$ cat config.mk
export PLATFORM = sky130hd
export DESIGN_NAME = wb_regfile_unit
export DESIGN_NICKNAME = d
export VERILOG_FILES = /design/src/rtl/wb_regfile_unit.sv
export SDC_FILE = /design/constraint.sdc
export NUM_CORES = 2
export LEC_CHECK = 0
export ABC_AREA = 1
export CORE_ASPECT_RATIO = 0.6
export CORE_UTILIZATION = 49
export CTS_BUF_LIST = sky130_fd_sc_hd__clkbuf_4 sky130_fd_sc_hd__clkbuf_8
export DETAILED_ROUTE_END_ITERATION = 7
export PLACE_DENSITY = 0.71
export REMOVE_ABC_BUFFERS = 1
export SLEW_MARGIN = 20
export SYNTH_ARGS = -nofsm -noshare
export SYNTH_HDL_FRONTEND = slang
export SYNTH_SLANG_ARGS = --single-unit
$ cat constraint.sdc
create_clock -name clk -period 2.6 [get_ports clk]
set_input_delay 0.39 -clock clk [delete_from_list [all_inputs] [get_ports clk]]
set_output_delay 0.39 -clock clk [all_outputs]
set_load 0.02 [all_outputs]
$ cat src/rtl/wb_regfile_unit.sv
// wb_regfile_unit: write-back stage with integer register file.
// Handles commit of ALU results and formatted load data, load-response
// wait with timeout, post-branch slot squashing and combinational reads.
// Optional feature: define WB_BYPASS_EN to forward commit-cycle write data
// to read ports selecting the destination register.
module wb_regfile_unit #(
   parameter int unsigned NREGS        = 32,
   parameter int unsigned NRD          = 2,
   parameter int unsigned FLUSH_SLOTS  = 2,
   parameter int unsigned LOAD_TIMEOUT = 15,
   localparam int unsigned WIDTH_R     = $clog2(NREGS)
) (
   input  logic                   clk,
   input  logic                   reset,
   input  logic                   pipe_stall,
   input  logic                   wb_valid,
   input  logic                   wb_rd_we,
   input  logic [WIDTH_R-1:0]     wb_rd,
   input  logic [31:0]            wb_result,
   input  logic                   wb_is_load,
   input  logic [2:0]             wb_funct3,
   input  logic [1:0]             wb_addr_lo,
   input  logic                   wb_branch,
   input  logic                   dmem_rsp_valid,
   input  logic [31:0]            dmem_rsp_data,
   input  logic [NRD*WIDTH_R-1:0] rd_sel,
   output logic [NRD*32-1:0]      rd_data,
   output logic                   wb_stall,
   output logic                   retire,
   output logic                   load_err
);

   localparam logic [7:0] TO_LIM  = 8'(LOAD_TIMEOUT);
   localparam logic [1:0] SQ_LOAD = 2'(FLUSH_SLOTS);

   typedef enum logic {
      S_IDLE,
      S_WAIT
   } state_t;

   state_t      state_q, state_d;
   logic [1:0]  sq_cnt_q, sq_cnt_d;
   logic [7:0]  to_cnt_q, to_cnt_d;
   logic        retire_q, retire_d;
   logic        load_err_q, load_err_d;
   logic [31:0] regs_q [NREGS];
   logic [31:0] regs_d [NREGS];

   logic        squashed;
   logic        load_pend;
   logic        timeout;
   logic        to_hit;
   logic        stall_int;
   logic        advance;
   logic        commit;
   logic [31:0] load_fmt;
   logic [31:0] wdata;

   // Extract and extend the addressed byte/halfword of a raw load word.
   function automatic logic [31:0] fmt_load(input logic [2:0]  f3,
                                            input logic [1:0]  lo,
                                            input logic [31:0] d);
      logic [7:0]  b;
      logic [15:0] h;
      case (lo)
         2'd0:    b = d[7:0];
         2'd1:    b = d[15:8];
         2'd2:    b = d[23:16];
         default: b = d[31:24];
      endcase
      h = lo[1] ? d[31:16] : d[15:0];
      case (f3)
         3'b000:  fmt_load = {{24{b[7]}}, b};
         3'b001:  fmt_load = {{16{h[15]}}, h};
         3'b010:  fmt_load = d;
         3'b100:  fmt_load = {24'd0, b};
         3'b101:  fmt_load = {16'd0, h};
         default: fmt_load = '0;
      endcase
   endfunction

   // Slot qualification, stall, advance and write-data selection.
   always_comb begin
      squashed  = (sq_cnt_q != 2'd0);
      load_pend = wb_valid && wb_is_load && !squashed;
      timeout   = (state_q == S_WAIT) && (to_cnt_q == TO_LIM);
      to_hit    = timeout && !dmem_rsp_valid;
      stall_int = load_pend && !dmem_rsp_valid && !timeout;
      wb_stall  = reset && stall_int;
      advance   = wb_valid && !stall_int && !pipe_stall;
      commit    = advance && !squashed && wb_rd_we && (wb_rd != '0);
      load_fmt  = fmt_load(wb_funct3, wb_addr_lo, dmem_rsp_data);
      if (!wb_is_load)
         wdata = wb_result;
      else if (to_hit)
         wdata = '0;
      else
         wdata = load_fmt;
   end

   // Load-wait FSM, timeout counter (keeps counting through pipe_stall), error flag.
   always_comb begin
      state_d    = state_q;
      to_cnt_d   = to_cnt_q;
      load_err_d = load_err_q;
      case (state_q)
         S_IDLE: begin
            if (!pipe_stall && load_pend && !dmem_rsp_valid) begin
               state_d  = S_WAIT;
               to_cnt_d = 8'd1;
            end
         end
         S_WAIT: begin
            if (to_cnt_q != TO_LIM)
               to_cnt_d = to_cnt_q + 8'd1;
            if (!pipe_stall) begin
               if (!load_pend || dmem_rsp_valid || timeout) begin
                  state_d  = S_IDLE;
                  to_cnt_d = '0;
               end
               if (load_pend && to_hit)
                  load_err_d = 1'b1;
            end
         end
         default: begin
            state_d  = S_IDLE;
            to_cnt_d = '0;
         end
      endcase
   end

   // Squash counter and retire pulse.
   always_comb begin
      sq_cnt_d = sq_cnt_q;
      if (advance) begin
         if (squashed)
            sq_cnt_d = sq_cnt_q - 2'd1;
         else if (wb_branch)
            sq_cnt_d = SQ_LOAD;
      end
      retire_d = commit;
   end

   // Register array next state; r0 is hardwired to zero.
   always_comb begin
      regs_d = regs_q;
      if (commit)
         regs_d[wb_rd] = wdata;
      regs_d[0] = '0;
   end

   // Combinational read ports, forced to zero for r0 and during reset.
   always_comb begin
      rd_data = '0;
      for (int unsigned k = 0; k < NRD; k++) begin
         rd_data[k*32 +: 32] = regs_q[rd_sel[k*WIDTH_R +: WIDTH_R]];
`ifdef WB_BYPASS_EN
         if (commit && (rd_sel[k*WIDTH_R +: WIDTH_R] == wb_rd))
            rd_data[k*32 +: 32] = wdata;
`endif
         if (!reset || (rd_sel[k*WIDTH_R +: WIDTH_R] == '0))
            rd_data[k*32 +: 32] = '0;
      end
   end

   // State registers with asynchronous active-low reset.
   always_ff @(posedge clk or negedge reset) begin
      if (!reset) begin
         state_q    <= S_IDLE;
         sq_cnt_q   <= '0;
         to_cnt_q   <= '0;
         retire_q   <= 1'b0;
         load_err_q <= 1'b0;
         regs_q     <= '{default: '0};
      end else begin
         state_q    <= state_d;
         sq_cnt_q   <= sq_cnt_d;
         to_cnt_q   <= to_cnt_d;
         retire_q   <= retire_d;
         load_err_q <= load_err_d;
         regs_q     <= regs_d;
      end
   end

   assign retire   = retire_q;
   assign load_err = load_err_q;

endmodule

==> metrics <==
Worst-path clk slew 0.08 ns; clk root buf clkbuf_8; cell family with most CP delay simple AND/OR/NAND/NOR gates; Crit. End Element primary output; gr busiest metal met1; Worst slew margin 34.2%; ratio of total power to cell area 546 nW/µm²; Die Y 279 µm; kind of critical path reg -> out; vias in the first global route 67,128; RSZ-0062 raised after global routing true; clk_skew 0.0410 ns; ranking of synthesized cells by area dfrtp_1 40%, nand2_1 31%, nand3_1 14%, inv_1 5.8%, clkbuf_1 2.9%; P&R area growth vs syn 25.0%; Die Width 463 µm; Max Buffers Root-to-Sink 3; Placer Congestion 0.991; area leader, netlist dfrtp_1; non-filler cells, final 12,159; DR WL/cell 23.5 µm; TritonCTS Sinks 1,005; Cell Area, Synth 62,500 µm²; full die area 129,000 µm²; CTS tree done; met2 Track Usage GR 59.4%; synth unique cells 29; largest fanout on the critical path 2; max frequency 0.373 GHz; fin nets 10,428; sequential share of the synthesized area 40.2%; DRC viols 5; H-tree levels 4; Max Slew Vio Count 0; clock insertion delay at the later pin of the skew report 0.92 ns; initial antenna violation count 3; Synth top area share 40.2%; Worst EP required 2.21 ns; Port Buffers 158; TNS Setup -0.372 ns; met1 global-route usage 61.1%; Cells after DPL 11,771; max-cap violations 0; average cell area after synthesis 6.23 µm²; DPL Wire Length 184,000 µm; cell chain of the critical path inv_1 -> nand2_1 -> nand3_1 -> nand3_1 -> nand3_1 -> nand2_2 -> nor2_4 -> nor2_4 -> buf_6; Worst R2R Setup Slack 0.12 ns; largest net degree at the start of global routing 144; I/O Pins 159; #FFs+latches synth 1,005; Mapped Cells 10,044; Tightest Hold Check Type in -> async; met3 GRT Util 14.5%; Yosys warning count 0; Routed WL 285,000 µm; final setup violation count 12; Slew @ Worst Pin 0.987 ns; first-pass GRT wire length 423,000 µm; share of layout cells above drive strength 1 16.7%; Critical Path AT 2.29 ns; Tmin final 2.68 ns; CTS Buf Count 161; most used cell, CP nand3_1; commonest cells after routing, fill and taps aside 5,018 x nand2_1, 1,449 x nand3_1, 1,004 x dfrtp_1, 888 x inv_1, 465 x buf_4; final hold vios 0; violated checks design-rule violations, negative setup slack; CP peak stage delay 0.38 ns; initial DRC count 10,842; starting density of the core 49.4%; via count 71,619; TritonRoute pass-1 iters 8; Via-to-Cell Ratio 5.89; most common cell after layout, fill and taps aside nand2_1; Buf+Inv Stages, Crit Path 2; Leak 42.6 nW; DRT antenna net count 0; Fillers 11,516; worst IR drop on VDD 0.584 mV; critical path launch point type flop; CP max-delay cell dfrtp_1; Rows 101; GR Overflow Total 0; GR Util All Layers 43.2%; status finished, violations left; CORE AREA 126,000 µm²; Tcrit/Tclk final 103%; final setup margin -0.0822 ns
==> report_power, final <==
part,switching (W),internal (W)
sequential,0.000679,0.0167
combinational,0.00619,0.00340
clock,0.00723,0.00854
==> state kept, by name, indices dropped and copies added, names as in the netlist <==
register / count
load_err: 1
regs_q: 992
retire: 1
sq_cnt_q: 2
state_q: 1
to_cnt_q: 8
==> final timing paths <==
check	startpoint	to	depth (start not counted)
hold / removal	reset	regs_q[406]	4
min in group clk	wb_valid	sq_cnt_q[0]	3
setup reg to reg	to_cnt_q[0]	regs_q[570]	15
hold reg to reg	regs_q[137]	regs_q[137]	2
max in group asynchronous	reset	regs_q[824]	5
setup / recovery	regs_q[818]	rd_data[18]	9
==> worst min-delay path, delay by kind of cell <==
kind     cells  cell delay (ns)
buf+inv      4             1.21
==> area by class of cell <==
cell class | instances | area [µm²] | area share [%]
Antenna cell | 2 | 5.00 | 0.00640
Clock buffer | 254 | 3220 | 4.12
Clock inverter | 34 | 363 | 0.464
Inverter | 968 | 3680 | 4.70
Multi-Input combinational cell | 7328 | 33600 | 43.0
Sequential cell | 1005 | 25200 | 32.2
Tap cell | 1699 | 2130 | 2.72
Timing Repair Buffer | 869 | 10000 | 12.8
==> repair_timing <==
action	in CTS	in global routing
gates cloned	0	1
hold endpoints to repair	150	0
endpoints found under the setup margin	65	87
hold buffers	5	0
resized for setup	755	364
pin swaps	208	241
buffers inserted	42	65
==> kinds of logic (layout without fill, tap and decap cells) <==
kind of cell	Yosys count	after routing	share of synthesized area [%]
compound gates	152	152	1.73
other cells	0	2	0
fa+ha+maj	3	3	0.0600
xor+xnor	4	4	0.0560
simple gates	7169	7169	47.3
buf+inv	1711	2125	10.6
flops	1005	1005	40.2
==> layer usage <==
layer	share of wire (%)	wire length [µm]	vias up
met5	0.012	34	-
met4	4.9	14000	6
met3	16	45300	1011
met2	40	113000	5562
met1	40	113000	33618
li1	-	-	31422
==> per-stage QoR <==
step / setup WS, ns / total power, W / area, µm² / hold WS [ns] / utilization [%]
floorplan: -3.41 / 0.0218 / 59500 / 0.0944 / -
global placement: -0.461 / 0.0258 / 70800 / 0.443 / 56.0
detailed placement: -0.459 / 0.0260 / 70800 / 0.451 / 56.0
CTS: -0.0895 / 0.0420 / 76200 / 0.193 / 60.3
global route: -0.110 / 0.0442 / 78200 / 0.296 / 61.8
finish: -0.0822 / 0.0427 / 78200 / 0.258 / 61.8
==> Yosys cell counts (all sizes together) <==
library cell / count
nor3: 3
nand4: 35
nor2: 216
o21bai: 1
a21oi: 9
nand2: 5124
or2: 29
nand3b: 10
o211ai: 128
ha: 3
buf: 260
clkbuf: 483
o21ai: 13
inv: 966
clkinv: 2
xor2: 3
nand3: 1752
o22ai: 1
dfrtp: 1005
xnor2: 1
Power figures use the tool's default switching activity.
